<file path="config.mk">
export PLATFORM = sky130hd
export DESIGN_NAME = button_event_queue
export DESIGN_NICKNAME = d
export VERILOG_FILES = /design/src/rtl/button_event_queue.sv
export SDC_FILE = /design/constraint.sdc
export NUM_CORES = 1
export LEC_CHECK = 0
export BUFFER_PORTS_ARGS = -buffer_cell sky130_fd_sc_hd__buf_4
export CAP_MARGIN = 20
export CORE_MARGIN = 2
export CORE_UTILIZATION = 50
export CTS_BUF_LIST = sky130_fd_sc_hd__clkbuf_8
export CTS_CLUSTER_SIZE = 20
export DETAILED_ROUTE_END_ITERATION = 8
export GPL_TIMING_DRIVEN = 0
export PLACE_DENSITY_LB_ADDON = 0.3
export RECOVER_POWER = 100
export SYNTH_ARGS = -nofsm -noshare
export SYNTH_HDL_FRONTEND = slang
export SYNTH_SLANG_ARGS = --single-unit
</file>
<file path="constraint.sdc">
create_clock -name sysclk -period 6.27 [get_ports sysclk]
set_input_delay 0.3135 -clock sysclk [delete_from_list [all_inputs] [get_ports sysclk]]
set_output_delay 0.3135 -clock sysclk [all_outputs]
set_load 0.02 [all_outputs]
</file>
<file path="src/rtl/button_event_queue.sv">
`default_nettype none
// +----------------------------------------------------------------------------+
// | Module   : button_event_queue                                              |
// | Purpose  : Debounces the 8 controller buttons, raises press/repeat events  |
// |            (release events when BTN_RELEASE_EVT_EN is defined) and queues  |
// |            them in a small FIFO drained with a valid/ready handshake.      |
// | Revision : 1.0  initial release                                            |
// +----------------------------------------------------------------------------+
module button_event_queue #(
  parameter int DEBOUNCE_CYCLES = 256,
  parameter int REPEAT_DELAY    = 2000000,
  parameter int REPEAT_PERIOD   = 500000,
  parameter int FIFO_DEPTH      = 4
) (
  input  logic       sysclk,
  input  logic       clr,
  input  logic [7:0] buttons,
  output logic [7:0] held,
  output logic       evt_valid,
  input  logic       evt_ready,
  output logic [4:0] evt_code,
  output logic       overflow
);

  localparam int          c_ptr_w      = $clog2(FIFO_DEPTH);
  localparam logic [15:0] c_db_max     = 16'(DEBOUNCE_CYCLES - 1);
  localparam logic [23:0] c_rep_max    = 24'(REPEAT_DELAY - 1);
  localparam logic [23:0] c_rep_reload = 24'(REPEAT_DELAY - REPEAT_PERIOD);
  localparam logic [c_ptr_w:0] c_depth = (c_ptr_w + 1)'(FIFO_DEPTH);

  logic [7:0] r_held;
  logic [7:0] w_db_fire;
  logic [7:0] w_rise;
  logic [3:0] w_rep_fire;
  logic [7:0] r_press_pend;
  logic [3:0] r_rep_pend;
  logic [7:0] w_rep_pend8;
  logic       r_overflow;
  logic       w_rel_ovf;

  logic       w_sel_found;
  logic [4:0] w_sel_code;
  logic [7:0] w_sel_press;
  logic [3:0] w_sel_rep;
  logic       w_push;
  logic       w_pop;

  logic [4:0]         r_mem [FIFO_DEPTH];
  logic [c_ptr_w-1:0] r_wr_ptr;
  logic [c_ptr_w-1:0] r_rd_ptr;
  logic [c_ptr_w:0]   r_count;

  // A bit flips only after it has disagreed with held for DEBOUNCE_CYCLES samples.
  for (genvar gi = 0; gi < 8; gi++) begin : g_db
    logic [15:0] r_cnt;
    assign w_db_fire[gi] = (buttons[gi] != r_held[gi]) && (r_cnt == c_db_max);
    always_ff @(posedge sysclk) begin
      if (clr || (buttons[gi] == r_held[gi]) || w_db_fire[gi]) r_cnt <= '0;
      else                                                      r_cnt <= r_cnt + 16'd1;
    end
  end

  always_ff @(posedge sysclk) begin
    if (clr) r_held <= '0;
    else     r_held <= r_held ^ w_db_fire;
  end

  assign w_rise = w_db_fire & buttons;

  for (genvar gi = 0; gi < 4; gi++) begin : g_rep
    logic [23:0] r_cnt;
    assign w_rep_fire[gi] = r_held[gi] && (r_cnt == c_rep_max);
    always_ff @(posedge sysclk) begin
      if (clr || !r_held[gi]) r_cnt <= '0;
      else if (w_rep_fire[gi]) r_cnt <= c_rep_reload;
      else                     r_cnt <= r_cnt + 24'd1;
    end
  end

  assign w_rep_pend8 = {4'b0000, r_rep_pend};

`ifdef BTN_RELEASE_EVT_EN
  logic [7:0] r_rel_pend;
  logic [7:0] w_sel_rel;
  logic [7:0] w_fall;
  assign w_fall    = w_db_fire & ~buttons;
  assign w_rel_ovf = |(w_fall & r_rel_pend);
  always_ff @(posedge sysclk) begin
    if (clr) r_rel_pend <= '0;
    else     r_rel_pend <= (r_rel_pend & ~(w_sel_rel & {8{w_push}})) | (w_fall & ~r_rel_pend);
  end
`else
  assign w_rel_ovf = 1'b0;
`endif

  // Lowest index wins; within an index press beats release beats repeat.
  always_comb begin
    w_sel_found = 1'b0;
    w_sel_code  = '0;
    w_sel_press = '0;
    w_sel_rep   = '0;
`ifdef BTN_RELEASE_EVT_EN
    w_sel_rel   = '0;
`endif
    for (int i = 0; i < 8; i++) begin
      if (!w_sel_found && r_press_pend[i]) begin
        w_sel_found    = 1'b1;
        w_sel_code     = {2'b00, 3'(i)};
        w_sel_press[i] = 1'b1;
      end
`ifdef BTN_RELEASE_EVT_EN
      if (!w_sel_found && r_rel_pend[i]) begin
        w_sel_found  = 1'b1;
        w_sel_code   = {2'b01, 3'(i)};
        w_sel_rel[i] = 1'b1;
      end
`endif
      if (!w_sel_found && w_rep_pend8[i]) begin
        w_sel_found = 1'b1;
        w_sel_code  = {2'b10, 3'(i)};
        w_sel_rep   = 4'(1 << i);
      end
    end
  end

  assign w_pop  = evt_valid && evt_ready;
  assign w_push = w_sel_found && ((r_count < c_depth) || w_pop);

  // An event landing on an already-pending bit is dropped, not merged.
  always_ff @(posedge sysclk) begin
    if (clr) begin
      r_press_pend <= '0;
      r_rep_pend   <= '0;
      r_overflow   <= 1'b0;
    end else begin
      r_press_pend <= (r_press_pend & ~(w_sel_press & {8{w_push}})) | (w_rise & ~r_press_pend);
      r_rep_pend   <= (r_rep_pend & ~(w_sel_rep & {4{w_push}})) | (w_rep_fire & ~r_rep_pend);
      if ((|(w_rise & r_press_pend)) || (|(w_rep_fire & r_rep_pend)) || w_rel_ovf)
        r_overflow <= 1'b1;
    end
  end

  always_ff @(posedge sysclk) begin
    if (clr) begin
      for (int i = 0; i < FIFO_DEPTH; i++) r_mem[i] <= '0;
      r_wr_ptr <= '0;
      r_rd_ptr <= '0;
      r_count  <= '0;
    end else begin
      if (w_push) begin
        r_mem[r_wr_ptr] <= w_sel_code;
        r_wr_ptr        <= r_wr_ptr + c_ptr_w'(1);
      end
      if (w_pop) r_rd_ptr <= r_rd_ptr + c_ptr_w'(1);
      if (w_push && !w_pop)      r_count <= r_count + 1'b1;
      else if (!w_push && w_pop) r_count <= r_count - 1'b1;
    end
  end

  assign held      = r_held;
  assign evt_valid = (r_count != '0);
  assign evt_code  = r_mem[r_rd_ptr];
  assign overflow  = r_overflow;

endmodule
`default_nettype wire

</file>
=== Word-level counts from Yosys, hierarchy flattened ===
Memory sizes are Yosys's and may differ from the RTL's. A register that Yosys moved wholly into a read port is not among the register bits.
Cells that the tools add are included.

* Flip-flop bits (word level): 252
* Bits in writable memories: 20
* Bits of input ports: 11
* Output and inout port bits: 15
* Memories: 1

* Add/sub/neg operators: 16
* Order comparisons: 1
* Equal/unequal tests: 28
* Mux-type cells: 50
* Bitwise logic cells: 16
* Reduce and logical (&&, ||, !) cells: 75

{| class="wikitable"
|+ Memory list
! name !! depth !! width !! read ports !! clocked after memory_dff !! write ports !! line !! source
|-
| r_mem || 4 || 5 || 1 || 1 || 4 || 48 || <nowiki>logic [4:0] r_mem [FIFO_DEPTH];</nowiki>
|}

{| class="wikitable"
|+ Operator list
! cell !! number
|-
| adder 16 x 1 -> 16 bit (second input constant) || 8
|-
| equality test 16 x 8 -> 1 bit (second input constant) || 8
|-
| adder 24 x 1 -> 24 bit (second input constant) || 4
|-
| equality test 24 x 21 -> 1 bit (second input constant) || 4
|-
| two-way mux 21 bit || 4
|-
| two-way mux 5 bit || 12
|-
| AND 8 bit || 5
|-
| logical AND 1 bit || 27
|-
| two-way mux 1 bit || 26
|-
| logical OR 1 bit || 22
|-
| logical NOT 1 bit || 17
|-
| AND 4 bit || 4
|-
| inverter 8 bit || 2
|-
| two-way mux 4 bit || 3
|-
| equality test 1 bit || 8
|-
| inequality test 1 bit || 8
|-
| inverter 4 bit || 2
|-
| OR 8 bit || 1
|-
| OR reduction 2 bit || 4
|-
| OR reduction 8 bit || 1
|-
| XOR 8 bit || 1
|-
| two-way mux 2 bit || 3
|-
| two-way mux 3 bit || 2
|-
| OR reduction 5 bit || 1
|-
| other kinds (8) || 9
|}

=== Logic depth before layout (Yosys ltp) ===
* Word-level depth: 40
* Mapped depth: 9
* Depth with buffers taken out: 9

=== Worst setup path after synthesis ===
OpenSTA, ideal clock, no wires.

* Path kind: register -> register
* From: reg r_press_pend[0]
* To: reg r_count[2]
* Library setup time: 0.070 ns
* Data arrival time: 2.210 ns
* Slack: 3.990 ns
* Stages on the path, launching flop included: 10
* Path buffers: 0
* Path through: dfxtp_1 -> nor4_4 -> a41o_1 -> clkinv_1 -> ha_1 -> inv_1 -> fa_1 -> xor2_1 -> or3_1 -> a21oi_1

* Word-level cells in the longest chain between the ends: 38
* Elaborated cells on any way between the ends: 40
* Classes of those cells: mux (13); reduce/logical (27)

{| class="wikitable"
|+ RTL lines
! what !! line !! source
|-
| from (decl) || 35 || <nowiki>logic [7:0] r_press_pend;</nowiki>
|-
| from (signal assigned) || 136 || <nowiki>r_press_pend <= (r_press_pend & ~(w_sel_press & {8{w_push}})) | (w_rise & ~r_press_pend);</nowiki>
|-
| two-way mux 1 bit (*) || 106 || <nowiki>if (!w_sel_found && r_press_pend[i]) begin</nowiki>
|-
| logical NOT 1 bit || 118 || <nowiki>if (!w_sel_found && w_rep_pend8[i]) begin</nowiki>
|-
| logical AND 1 bit || 118 ||
|-
| two-way mux 1 bit (*) || 118 ||
|-
| logical NOT 1 bit || 106 ||
|-
| logical AND 1 bit || 106 ||
|-
| two-way mux 1 bit (*) || 106 ||
|-
| logical NOT 1 bit || 118 ||
|-
| [... 22 more ...] || n/a ||
|-
| two-way mux 1 bit (*) || 106 ||
|-
| logical NOT 1 bit || 106 ||
|-
| logical AND 1 bit || 106 ||
|-
| two-way mux 1 bit (*) || 106 ||
|-
| logical AND 1 bit (*) || 127 || <nowiki>assign w_push = w_sel_found && ((r_count < c_depth) || w_pop);</nowiki>
|-
| logical NOT 1 bit || 156 || <nowiki>else if (!w_push && w_pop) r_count <= r_count - 1'b1;</nowiki>
|-
| logical AND 1 bit || 156 ||
|-
| nonzero test 2 bit (no line) || n/a ||
|-
| to (signal assigned) || 155 || <nowiki>if (w_push && !w_pop) r_count <= r_count + 1'b1;</nowiki>
|-
| to (signal assigned) || 156 ||
|-
| to (decl) || 51 || <nowiki>logic [c_ptr_w:0] r_count;</nowiki>
|}

Every way passes the cells marked *; elsewhere a longest branch is shown, timed or not.
A chain may end at the register's enable or synchronous reset.

=== Worst setup path in the final report ===
Same ends and word-level chain as after synthesis.

==> impl_metrics.csv <==
group,metric,value,unit
logic_synthesis,top_ff_cell_synth,"sky130_fd_sc_hd__dfxtp_1",
route,post_drt_via_cell_ratio,5.22,
global_route,grt_first_pass_wirelength,39.7,mm
die,die_w,158,um
sta,worst_slack,3.10,ns
sta,max-slew-margin-rel,30.3,%
clock_network,cts.htree.levels,2,
die,fp.coreArea,23400,um2
logic_synthesis,synth.ff_latch_count,270,
route,dr_total_vias,9174,
setup_path,setup.worst_path.class,"reg -> reg",
setup_path,crit_arrival,3.64,ns
status,status,"complete, no violations",
setup_path,worst_path_largest_cell_delay,0.89,ns
cells_and_area,final.fill_count,2143,
die,floorplan.die_area,25000,um2
die,num_io_pins,26,
setup_path,startpoint,"r_press_pend[0]",
die,initial_utilization,50.7,%
power,leakagePower,4.47,nW
clock_network,clock_sink_count,270,
route,ant_nets,0,
route,drt-total-wl,23.2,mm
global_route,grt-ovfl-total,0,
placement,place_congestion,0.822,
route,drtPass1Iterations,4,
cells_and_area,multi_input_area,5950,um2
setup_path,path_cells,"nor4_1 -> a41o_1 -> clkinv_1 -> ha_1 -> inv_1 -> fa_1 -> xor2_1 -> or3_1 -> a21oi_1",
sta,final_max_slew_viol_count,0,
clock_network,cts.hold.buffers_added,0,
power,peakVddDrop,0.000181,V
placement,hpwl_reported_at_the_end_of_detailed_placement,15.9,mm
sta,skew,0.0172,ns
setup_path,endpoint_kind,"flop",
global_route,number_of_antenna_violations_at_the_first_check_in_global_routing,0,
sta,fmaxAchievable,315,MHz
route,routed_wire_length_per_instance,13.2,um
worst_hold_path,worst_hold_startpoint,"buttons[0]",
logic_synthesis,synth_area,11900,um2
worst_hold_path,timing.hold.worst.class,"in -> reg",
cells_and_area,final_net_count,1430,
logic_synthesis,synth-seq-area-share,46.9,%
global_route,grt_pass1_vias,8685,
clock_network,cts_post_setup_buffers_inserted,0,
cells_and_area,seqCellArea,5570,um2
logic_synthesis,postSynth.asyncResetShare,0,%
power,fin_total_pwr,3.55,mW
placement,dpl.cell_count,1677,
setup_path,worst_ep_required_time,6.74,ns
die,row_count,56,
route,first_iter_violations,470,
logic_synthesis,synth.lib_cells_used.distinct,65,
sta,transition_time_at_the_pin_with_the_least_slew_margin,1.04,ns
sta,grt_setup_unrepaired,"false",
setup_path,worst_setup_path_start_kind,"flop",
logic_synthesis,synth_enable_flop_cells,16,
clock_network,cts.repair.resized,0,
cells_and_area,final_core_utilization,56.9,%
logic_synthesis,synthesis.yosys.warnings,0,
clock_network,cts-buffers-inserted,45,
sta,final_hold_viols,0,
clock_network,tritoncts,"done",
setup_path,worstReg2RegStart,"r_press_pend[0]",
job,max_cap_violations,0,
global_route,globalRouteTotalUtil,19.0,%
global_route,largest_net_degree_at_the_start_of_global_routing,12,
logic_synthesis,postSynthCellCount,1335,
setup_path,reg2reg_slack,3.10,ns
power,p_per_area,267,nW/um2
cells_and_area,stdcell_count,1759,
logic_synthesis,syn_area_per_cell,8.88,um2
setup_path,crit_path_top_delay_cell,"sky130_fd_sc_hd__nor4_1",
cells_and_area,layout-drive-gt1-share,7.01,%
placement,io_buffer_count,23,
sta,setup_viol_count_final,0,
cells_and_area,design_area,13300,um2
cells_and_area,insertedDiodeCount,0,
clock_network,worst_setup_hold_path_clk_slew,0.06,ns
placement,post_dp_cell_area,12400,um2
route,route.detailed.drc,0,
die,dieHeight,158,um
setup_path,crit_fanout,8,
sta,period_share,50.6,%
clock_network,cts-root-to-sink-buffers,3,
logic_synthesis,synth.net_count,1360,
sta,finalCriticalPeriod,3.17,ns
clock_network,root_buffer,"sky130_fd_sc_hd__clkbuf_8",
clock_network,clock_insertion_delay_worst_skew,0.55,ns
placement,dp_slack,3.58,ns
sta,tns,0,ns
sta,hold_ws,0.0373,ns
cells_and_area,most-common-layout-cells,"254 x sky130_fd_sc_hd__nor2_1, 254 x sky130_fd_sc_hd__dfxtp_1, 106 x sky130_fd_sc_hd__xnor2_1, 93 x sky130_fd_sc_hd__xor2_1, 92 x sky130_fd_sc_hd__nand3_1",
cells_and_area,area.growth.synth_to_final,12.2,%
[path summary, 6_finish.rpt]
| check | to | cells past startpoint |
|---|---|---|
| max | r_count[2] | 9 |
| min | flop | 3 |
| max reg2reg | r_count[2] | 9 |
| min reg2reg | g_db[7].r_cnt[0] | 1 |
[sequential cells by signal (all words and copies together) (netlist names), named ones only]
register	count
r_rd_ptr	2
r_mem	16
r_press_pend	8
g_rep.r_cnt	96
r_wr_ptr	2
overflow	1
r_count	3
g_db.r_cnt	128
r_rep_pend	4
[cells by family after synthesis]
| family | after synthesis | share of synthesized area (%) |
|---|---|---|
| other cells | 1 | 0.0316 |
| fa+ha+maj | 14 | 1.54 |
| compound gates | 87 | 4.48 |
| buf+inv | 77 | 2.57 |
| mux | 12 | 1.43 |
| xor+xnor | 199 | 14.7 |
| simple gates | 675 | 28.3 |
| flops | 270 | 46.9 |
[area by class of cell]
| cell class | instances | area share [%] |
|---|---|---|
| Timing Repair Buffer | 23 | 0.903 |
| Sequential cell | 270 | 41.8 |
| Clock inverter | 19 | 0.846 |
| Multi-Input combinational cell | 988 | 44.7 |
| Clock buffer | 63 | 6.52 |
| Inverter | 42 | 1.18 |
| Tap cell | 319 | 3.00 |
| Buffer | 35 | 1.02 |
[power breakdown]
group / internal [mW] / total (mW) / switching [mW] / leakage (nW)
Combinational: 0.0561 / 0.145 / 0.0885 / 1.72
Clock: 0.933 / 1.63 / 0.699 / 0.545
Sequential: 1.76 / 1.78 / 0.0212 / 2.21
[critical path: cells and delay by family, from the launching register on]
kind / cells / cell delay, ns
compound gates: 2 / 0.62
fa+ha+maj: 2 / 0.46
flops: 1 / 0.39
simple gates: 2 / 1.19
xor+xnor: 1 / 0.07
buf+inv: 2 / 0.36
[cell usage after synthesis (all sizes together) (4+ instances only)]
cell type,n,area [um2]
xnor2,106,928
nand2,81,304
mux4,4,90.1
nor2,254,953
nor3,47,235
a21oi,43,215
nor4,27,203
dfxtp,254,5080
o21ai,15,75.1
clkbuf,24,90.1
or2,6,37.5
buf,11,57.6
and2,9,56.3
or3,22,139
a31oi,5,31.3
mux2i,8,80.1
xor2,93,815
nand3,92,460
edfxtp,16,480
or4,12,93.8
nand4,40,250
ha,13,163
and3,37,235
nand2b,6,37.5
nor4b,6,52.6
inv,40,150
nor2b,8,50.1
and4,15,131
[layer usage]
metal  up-vias  routed length [um]  global-route usage, %
met2       148               10200                   30.5
met3        44                 999                   4.19
met5         -                   0                      0
met4         0                 542                   6.01
met1      4240               11500                   25.6
li1       4742                   -                      -
Power figures use the tool's default switching activity.
